$ cat src/rtl/program_loader_if.sv
// Program-image stream and instruction-memory write port between the boot source,
// the loader and instruction memory.
interface program_loader_if #(
   parameter int unsigned ADDR_W = 32,
   parameter int unsigned DATA_W = 32
);
   logic [DATA_W-1:0] inData;
   logic              inValid;
   logic              inReady;
   logic              imemWrEn;
   logic [ADDR_W-1:0] imemAddr;
   logic [DATA_W-1:0] imemWrData;

   modport master (
      output inData, inValid,
      input  inReady, imemWrEn, imemAddr, imemWrData
   );

   modport slave (
      input  inData, inValid,
      output inReady, imemWrEn, imemAddr, imemWrData
   );
endinterface

$ cat src/rtl/program_loader.sv
// Boot loader: streams a program image into instruction memory, verifies its trailing
// additive checksum and releases the core at the image base address.
module program_loader #(
   parameter int unsigned ADDR_W      = 32,
   parameter int unsigned DATA_W      = 32,
   parameter int unsigned CNT_W       = 16,
   parameter int unsigned HOLD_CYCLES = 2
) (
   input  logic              clk,
   input  logic              rst_n,
   input  logic              i_start,
   input  logic [ADDR_W-1:0] i_baseAddress,
   input  logic [CNT_W-1:0]  i_wordCount,
   program_loader_if.slave   bus,
   output logic              o_pcSelect,
   output logic [ADDR_W-1:0] o_startAddress,
   output logic              o_busy,
   output logic              o_done,
   output logic              o_error
);
   localparam int unsigned HOLD_W = (HOLD_CYCLES > 1) ? $clog2(HOLD_CYCLES) : 1;

   typedef enum logic [2:0] {
      S_IDLE, S_LOAD, S_CHECK, S_RELEASE, S_RUN, S_ERROR
   } state_t;

   state_t            r_state, w_state_nxt;
   logic [ADDR_W-1:0] r_base, w_base_nxt;
   logic [CNT_W-1:0]  r_count, w_count_nxt;
   logic [CNT_W-1:0]  r_index, w_index_nxt;
   logic [DATA_W-1:0] r_sum, w_sum_nxt;
   logic [HOLD_W-1:0] r_hold, w_hold_nxt;
   logic              r_in_ready;
   logic              r_wr_en, w_wr_en_nxt;
   logic [ADDR_W-1:0] r_addr, w_addr_nxt;
   logic [DATA_W-1:0] r_wr_data, w_wr_data_nxt;
   logic [ADDR_W-1:0] r_start_addr, w_start_addr_nxt;
   logic              r_pc_sel, r_busy, r_done, r_error;
   logic              w_xfer;

   // inReady is registered and tracks the state, so it qualifies the handshake directly
   assign w_xfer = bus.inValid & r_in_ready;

   // Next-state and next-register logic
   always_comb begin
      w_state_nxt      = r_state;
      w_base_nxt       = r_base;
      w_count_nxt      = r_count;
      w_index_nxt      = r_index;
      w_sum_nxt        = r_sum;
      w_hold_nxt       = r_hold;
      w_wr_en_nxt      = 1'b0;
      w_addr_nxt       = r_addr;
      w_wr_data_nxt    = r_wr_data;
      w_start_addr_nxt = r_start_addr;
      case (r_state)
         S_IDLE, S_RUN, S_ERROR: begin
            if (i_start) begin
               w_base_nxt  = i_baseAddress;
               w_count_nxt = i_wordCount;
               w_index_nxt = '0;
               w_sum_nxt   = '0;
               if ((i_wordCount == '0) || (i_baseAddress[1:0] != 2'b00)) w_state_nxt = S_ERROR;
               else                                                       w_state_nxt = S_LOAD;
            end
         end
         S_LOAD: begin
            if (w_xfer) begin
               w_wr_en_nxt   = 1'b1;
               w_addr_nxt    = r_base + (ADDR_W'(r_index) << 2);
               w_wr_data_nxt = bus.inData;
               w_sum_nxt     = r_sum + bus.inData;
               w_index_nxt   = r_index + CNT_W'(1);
               if (r_index == (r_count - CNT_W'(1))) w_state_nxt = S_CHECK;
            end
         end
         S_CHECK: begin
            if (w_xfer) begin
               if (bus.inData == r_sum) begin
                  w_state_nxt      = S_RELEASE;
                  w_hold_nxt       = '0;
                  w_start_addr_nxt = r_base;
               end else begin
                  w_state_nxt = S_ERROR;
               end
            end
         end
         S_RELEASE: begin
            if (r_hold == HOLD_W'(HOLD_CYCLES - 1)) w_state_nxt = S_RUN;
            else                                     w_hold_nxt  = r_hold + HOLD_W'(1);
         end
         default: w_state_nxt = S_IDLE;
      endcase
   end

   // State and registered outputs; status flags are decoded from the next state
   always_ff @(posedge clk or negedge rst_n) begin
      if (!rst_n) begin
         r_state      <= S_IDLE;
         r_base       <= '0;
         r_count      <= '0;
         r_index      <= '0;
         r_sum        <= '0;
         r_hold       <= '0;
         r_in_ready   <= 1'b0;
         r_wr_en      <= 1'b0;
         r_addr       <= '0;
         r_wr_data    <= '0;
         r_start_addr <= '0;
         r_pc_sel     <= 1'b1;
         r_busy       <= 1'b0;
         r_done       <= 1'b0;
         r_error      <= 1'b0;
      end else begin
         r_state      <= w_state_nxt;
         r_base       <= w_base_nxt;
         r_count      <= w_count_nxt;
         r_index      <= w_index_nxt;
         r_sum        <= w_sum_nxt;
         r_hold       <= w_hold_nxt;
         r_in_ready   <= (w_state_nxt == S_LOAD) || (w_state_nxt == S_CHECK);
         r_wr_en      <= w_wr_en_nxt;
         r_addr       <= w_addr_nxt;
         r_wr_data    <= w_wr_data_nxt;
         r_start_addr <= w_start_addr_nxt;
         r_pc_sel     <= (w_state_nxt != S_RUN);
         r_busy       <= (w_state_nxt == S_LOAD) || (w_state_nxt == S_CHECK) ||
                         (w_state_nxt == S_RELEASE);
         r_done       <= (w_state_nxt == S_RUN);
         r_error      <= (w_state_nxt == S_ERROR);
      end
   end

   assign bus.inReady    = r_in_ready;
   assign bus.imemWrEn   = r_wr_en;
   assign bus.imemAddr   = r_addr;
   assign bus.imemWrData = r_wr_data;
   assign o_pcSelect     = r_pc_sel;
   assign o_startAddress = r_start_addr;
   assign o_busy         = r_busy;
   assign o_done         = r_done;
   assign o_error        = r_error;
endmodule

$ cat src/flat_wrapper.sv
// flat-port wrapper written by rule: the top's interface ports become plain ports
module program_loader_flat 
#(
   parameter int unsigned ADDR_W      = 32,
   parameter int unsigned DATA_W      = 32,
   parameter int unsigned CNT_W       = 16,
   parameter int unsigned HOLD_CYCLES = 2
)
  (clk, rst_n, i_start, i_baseAddress, i_wordCount, o_pcSelect, o_startAddress, o_busy, o_done, o_error, bus_inData, bus_inValid, bus_inReady, bus_imemWrEn, bus_imemAddr, bus_imemWrData);
  program_loader_if #(.ADDR_W(ADDR_W), .DATA_W(DATA_W)) bus_i ();
  input  logic clk;
  input  logic rst_n;
  input  logic i_start;
  input  logic [ADDR_W-1:0] i_baseAddress;
  input  logic [CNT_W-1:0] i_wordCount;
  output logic o_pcSelect;
  output logic [ADDR_W-1:0] o_startAddress;
  output logic o_busy;
  output logic o_done;
  output logic o_error;
  input wire logic [$bits(bus_i.inData)-1:0] bus_inData;
  input wire logic [$bits(bus_i.inValid)-1:0] bus_inValid;
  output wire logic [$bits(bus_i.inReady)-1:0] bus_inReady;
  output wire logic [$bits(bus_i.imemWrEn)-1:0] bus_imemWrEn;
  output wire logic [$bits(bus_i.imemAddr)-1:0] bus_imemAddr;
  output wire logic [$bits(bus_i.imemWrData)-1:0] bus_imemWrData;
  assign bus_i.inData = bus_inData;
  assign bus_i.inValid = bus_inValid;
  assign bus_inReady = bus_i.inReady;
  assign bus_imemWrEn = bus_i.imemWrEn;
  assign bus_imemAddr = bus_i.imemAddr;
  assign bus_imemWrData = bus_i.imemWrData;
  program_loader #(.ADDR_W(ADDR_W), .DATA_W(DATA_W), .CNT_W(CNT_W), .HOLD_CYCLES(HOLD_CYCLES)) u_core (.clk(clk), .rst_n(rst_n), .i_start(i_start), .i_baseAddress(i_baseAddress), .i_wordCount(i_wordCount), .bus(bus_i), .o_pcSelect(o_pcSelect), .o_startAddress(o_startAddress), .o_busy(o_busy), .o_done(o_done), .o_error(o_error));
endmodule
$ cat config.mk
export PLATFORM = sky130hd
export DESIGN_NAME = program_loader_flat
export DESIGN_NICKNAME = d
export VERILOG_FILES = /design/src/rtl/program_loader_if.sv /design/src/rtl/program_loader.sv /design/src/flat_wrapper.sv
export SDC_FILE = /design/constraint.sdc
export NUM_CORES = 1
export LEC_CHECK = 0
export ABC_AREA = 1
export BUFFER_PORTS_ARGS = -buffer_cell sky130_fd_sc_hd__buf_2
export CAP_MARGIN = 15
export CORE_AREA = 2 2 171 173
export CTS_CLUSTER_DIAMETER = 30
export DETAILED_ROUTE_END_ITERATION = 10
export DIE_AREA = 0 0 173 175
export PLACE_DENSITY = 0.6
export SYNTH_ARGS = -nofsm -noshare
export SYNTH_HDL_FRONTEND = slang
export SYNTH_SLANG_ARGS = --single-unit
$ cat constraint.sdc
create_clock -name clk -period 2.6 [get_ports clk]
set_clock_uncertainty 0.05 [all_clocks]
set_input_delay 0.39 -clock clk [delete_from_list [all_inputs] [get_ports clk]]
set_output_delay 0.39 -clock clk [all_outputs]
set_load 0.01 [all_outputs]
Word-level counts from Yosys, hierarchy flattened
Index checks and enable logic that the tools add are counted.
{"block": "word_totals", "reg_bits": 202, "latch_bits": 0, "ram_bits": 0, "romBits": 0, "elab_cells": 72, "mem_count": 0}
{"block": "op_classes", "n_addsub": 5, "multipliers": 0, "n_div": 0, "n_lt_le_gt_ge": 0, "n_eq_ne": 17, "shift": 0, "n_mux": 20, "n_bitwise": 1, "n_reduce_logical": 14}
{"operator": "32-bit two-way mux", "count": 2}
{"operator": "32-bit one-hot mux with 2 select lines", "count": 1}
{"operator": "32-bit by 18-bit adder with 32-bit output", "count": 1}
{"operator": "32-bit adder", "count": 1}
{"operator": "32-bit == test", "count": 1}
{"operator": "16-bit two-way mux", "count": 2}
{"operator": "16-bit one-hot mux with 2 select lines", "count": 1}
{"operator": "3-bit two-way mux", "count": 7}
{"operator": "16-bit by 1-bit adder with 16-bit output, second input constant", "count": 1}
{"operator": "16-bit == test", "count": 1}
{"operator": "16-bit logical NOT", "count": 1}
{"operator": "16-bit by 1-bit subtractor with 16-bit output, second input constant", "count": 1}
{"operator": "3-bit by 2-bit == test with 1-bit output, second input constant", "count": 4}
{"operator": "3-bit == test, second input constant", "count": 4}
{"operator": "3-bit one-hot mux with 4 select lines", "count": 1}
{"operator": "3-bit AND reduction", "count": 3}
{"operator": "3-bit by 1-bit == test with 1-bit output, second input constant", "count": 2}
{"operator": "2-bit by 1-bit inequality test with 1-bit output, second input constant", "count": 3}
{"operator": "2-bit nonzero test", "count": 3}
{"operator": "1-bit two-way mux", "count": 5}
{"operator": "2-bit AND reduction", "count": 2}
{"operator": "3-bit logical NOT", "count": 1}
{"operator": "1-bit logical OR", "count": 3}
{"operator": "3-bit inequality test, second input constant", "count": 1}
{"operator": "5 further kinds", "count": 5}

Depth between registers and ports, before layout
{"block": "depth", "depth_word": 8, "depth_mapped": 16, "mapped_depth_nobuf": 16}

Least setup slack after synthesis
OpenSTA, ideal clock, no wires.
{"block": "synth_timing", "path_kind": "register to register", "from": "register u_core.r_index[0]", "to": "register u_core.r_addr[16] (netlist: u_core.bus.imemAddr[16])", "setup_ns": 0.118, "t_arrival_ns": 2.148, "setup_slack_ns": 0.284, "path_stages_with_launch": 15, "path_cell_list": "dfrtp_1 > ha_1 > inv_1 > fa_1 > inv_1 > nand3_1 > nand2_1 > a21oi_1 > o21ai_2 > nand2_1 > nand2_1 > a21oi_1 > or2_2 > nand3_1 > nand2_1"}
{"block": "synth_via", "elab_chain_len": 1}
{"item": "from (decl)", "line": "program_loader.sv:30", "text": "logic [CNT_W-1:0] r_index, w_index_nxt;"}
{"item": "from (signal assigned)", "line": "program_loader.sv:118", "text": "r_index <= w_index_nxt;"}
{"item": "32-bit by 18-bit adder with 32-bit output", "line": "program_loader.sv:70", "text": "w_addr_nxt = r_base + (ADDR_W'(r_index) << 2);"}
{"item": "to (signal assigned)", "line": "program_loader.sv:123", "text": "r_addr <= w_addr_nxt;"}
{"item": "to (decl)", "line": "program_loader.sv:35", "text": "logic [ADDR_W-1:0] r_addr, w_addr_nxt;"}
Every way passes these cells.
A chain may end at the register's enable or synchronous reset.

Final worst setup path
Ends and elaborated chain as after synthesis.

==> impl_metrics.csv <==
group,metric,value,unit
route,via_per_inst,4.90,
clock_tree,cts.path.max_buffers,3,
global_routing,grt-ovfl-total,0,
worst_hold_path,min_path_type,"primary input to flip-flop",
critical_path,end_kind,"flip-flop",
sta,max_freq,0.414,GHz
critical_path,critPathTopFamily,"simple AND/OR/NAND/NOR gates",
die,die_height,175,microns
clock_tree,clkSlewWorstSetupHoldPaths,0.04,ns
clock_tree,cts_tree,"done",
logic_synthesis,synth_cells,1452,
clock_tree,h-tree-depth,2,
logic_synthesis,ys_seq_elements,202,
critical_path,start_kind,"flip-flop",
clock_tree,cts_inserted_buffers,51,
clock_tree,cts-root-buf,"clkbuf_16",
placed_design,io_buffers,185,
logic_synthesis,synth_compound_area_share,13.6,%
critical_path,critical_path_peak_fanout,4,
critical_path,cp.required,2.97,ns
clock_tree,clock_latency,0.54,ns
route,post-route-drc-count,0,
cells_and_area,fin_util,51.7,%
route,dr.pass1.iters,5,
logic_synthesis,synth-edff-count,0,
logic_synthesis,yosysUniqueCellTypes,53,
placed_design,placed_cells,2007,
cells_and_area,layout_common_cells,"nand2_1, dfrtp_1, buf_2, o21ai_0, inv_1",
power_and_ir_drop,peakVddDrop,0.601,mV
power_and_ir_drop,leakage,7.48,nW
power_and_ir_drop,power_density,1220,nW/um^2
placed_design,dp_hpwl,23400,microns
global_routing,grt_pass1_vias,10400,
sta,rsz0062_at_grt,"false",
sta,relSlewSlack,42.4,%
logic_synthesis,yosys.area_share.simple,27.8,%
critical_path,path_common_cell,"nand2_1",
logic_synthesis,netlist_area,11200,sq um
sta,min_period,2.42,ns
critical_path,critPathKind,"flip-flop to flip-flop",
die,num_rows,62,
sta,worst_slack,0.185,ns
route,drt_iter0_drc,545,
sta,setup_violations,0,
outcome,outcome,"finished clean",
logic_synthesis,syn_nets,1587,
sta,tightest_slew,0.864,ns
job,max_cap_violations,0,
cells_and_area,instances_no_fill,2115,
logic_synthesis,synthMuxAreaShare,0.100,%
route,final_antenna_net_count,0,
sta,finalHoldViolations,0,
cells_and_area,final_common_cell,"nand2_1",
critical_path,path_cells,"ha_1 -> inv_1 -> fa_1 -> inv_1 -> nand3_1 -> nand2_1 -> a21oi_1 -> o21ai_2 -> nand2_1 -> nand2_1 -> a21oi_1 -> or2_2 -> nand3_1 -> nand2_1",
clock_tree,clock_sinks,202,
logic_synthesis,synth.avg_cell_area,7.73,sq um
logic_synthesis,async_flop_share,100,%
route,wire_per_inst,15.0,microns
logic_synthesis,synthAdderAreaFrac,5.82,%
logic_synthesis,synth-main-ff-cell,"dfrtp_1",
sta,finalCritPeriodShare,92.9,%
placed_design,gp_congestion,0.888,
critical_path,worstPathArrival,2.78,ns
global_routing,grt_start_max_net_pins,89,
die,pin_count,186,
critical_path,critical_path.max_stage_delay,0.40,ns
global_routing,grt_pass1_wl,52500,microns
logic_synthesis,synth_xor_area_share,2.26,%
route,vias,10400,
die,die_w,173,microns
cells_and_area,diodes,0,
logic_synthesis,synth_top_family_by_area,"simple AND/OR/NAND/NOR gates",
cells_and_area,drive_above_1_share,20.7,%
logic_synthesis,ys_seq_area_share,45.0,%
logic_synthesis,yosysWarningCount,0,
route,routed_wirelength,31800,microns
sta,tns,0,ns
critical_path,crit_slowest_cell,"fa_1",
die,start_util,39.5,%
global_routing,antenna_found_initial,0,
cells_and_area,num-nets-final,1824,
placed_design,dp_slack,-0.0462,ns
cells_and_area,area_growth,30.9,%
die,die_area,30300,sq um
critical_path,crit_buf_inv,2,
sta,slew_violations,0,
die,core,28400,sq um
sta,whs,0.0219,ns
global_routing,grt_use_total,21.1,%
==> cell families (layout without fill, tap and decap cells) <==
kind of cell	Yosys count	in the layout
simple gates	726	726
compound gates	285	285
flops	202	202
buf+inv	158	437
fa+ha+maj	51	51
xor+xnor	29	29
mux	1	1
==> worst reg2reg max path, stage by stage, from the launching register on <==
cell     delay, ns
dfrtp_1       0.34
ha_1          0.17
inv_1         0.06
fa_1          0.40
inv_1         0.07
nand3_1       0.06
nand2_1       0.11
a21oi_1       0.12
o21ai_2       0.25
nand2_1       0.08
nand2_1       0.10
a21oi_1       0.09
or2_2         0.27
nand3_1       0.07
nand2_1       0.05
==> routing by layer <==
metal | track usage [%] | share of wire, %
met2 | 35.6 | 47
met4 | 7.17 | 2.6
met3 | 4.42 | 5.2
met5 | 0 | 0
met1 | 27.1 | 45
==> sequential cells by signal, indices dropped and copies added (netlist names) <==
register               flops
u_core.r_hold              1
u_core.o_busy              1
u_core.r_index            16
u_core.r_state             3
u_core.bus.imemWrEn        1
u_core.bus.inReady         1
u_core.r_count            16
u_core.o_done              1
u_core.o_error             1
u_core.r_sum              32
u_core.o_pcSelect          1
u_core.bus.imemAddr       32
u_core.bus.imemWrData     32
u_core.o_startAddress     32
u_core.r_base             32
==> metrics by stage <==
stage,power (mW),area (sq um)
5_1_grt,19.3,14700
3_3_place_gp,11.4,12700
6_report,17.9,14700
2_1_floorplan,9.27,11200
3_5_place_dp,11.4,12700
4_1_cts,18.0,14600
==> where the power goes <==
part | internal (mW) | total [mW] | switching [mW]
clock network | 4.54 | 6.44 | 1.90
registers | 4.27 | 5.06 | 0.788
logic | 2.31 | 6.39 | 4.09
==> Yosys cell counts, drive strengths merged (3+ instances only) <==
cell | n | area share (%)
or2 | 5 | 0.28
buf | 7 | 0.29
a21oi | 88 | 4.0
nor2 | 109 | 4.4
ha | 49 | 5.5
a31oi | 10 | 0.56
xor2 | 14 | 1.1
a21o | 6 | 0.40
nand4 | 11 | 0.61
dfrtp | 201 | 45
nor3 | 25 | 1.2
clkbuf | 33 | 1.1
xnor2 | 15 | 1.2
nand2 | 483 | 17
nand3b | 10 | 0.70
o21a | 3 | 0.20
inv | 116 | 3.9
o21ai | 159 | 7.1
o21bai | 5 | 0.33
nand3 | 65 | 3.0
nor4 | 15 | 0.84
==> layout make-up <==
class / instances / area [sq um]
Clock buffer: 76 / 1540
Clock inverter: 19 / 249
Fill cell: 2796 / 13700
Inverter: 118 / 444
Multi-Input combinational cell: 1092 / 5610
Sequential cell: 202 / 5060
Tap cell: 384 / 480
Timing Repair Buffer: 224 / 1310
==> final timing paths <==
| kind | start | to | slack, ns | cells after the start |
|---|---|---|---|---|
| setup reg to reg | u_core.r_index[0] | u_core.bus.imemAddr[16] | 0.18 | 14 |
| hold / removal | i_baseAddress[29] | u_core.r_base[29] | 0.02 | 3 |
| min in group asynchronous | rst_n | u_core.r_sum[13] | 0.36 | 2 |
| hold reg to reg | u_core.bus.imemWrData[15] | u_core.bus.imemWrData[15] | 0.41 | 2 |
| max in group asynchronous | rst_n | u_core.r_sum[23] | 1.35 | 3 |
| setup / recovery | u_core.r_index[0] | u_core.bus.imemAddr[16] | 0.18 | 14 |
==> repair_timing <==
action	4_1_cts	5_1_grt
hold buffers	11	0
resized for setup	0	14
endpoints found under the hold margin	63	0
buffers inserted	0	2
endpoints found under the setup margin	0	43
Note: power is estimated with default switching activity, not from simulation.
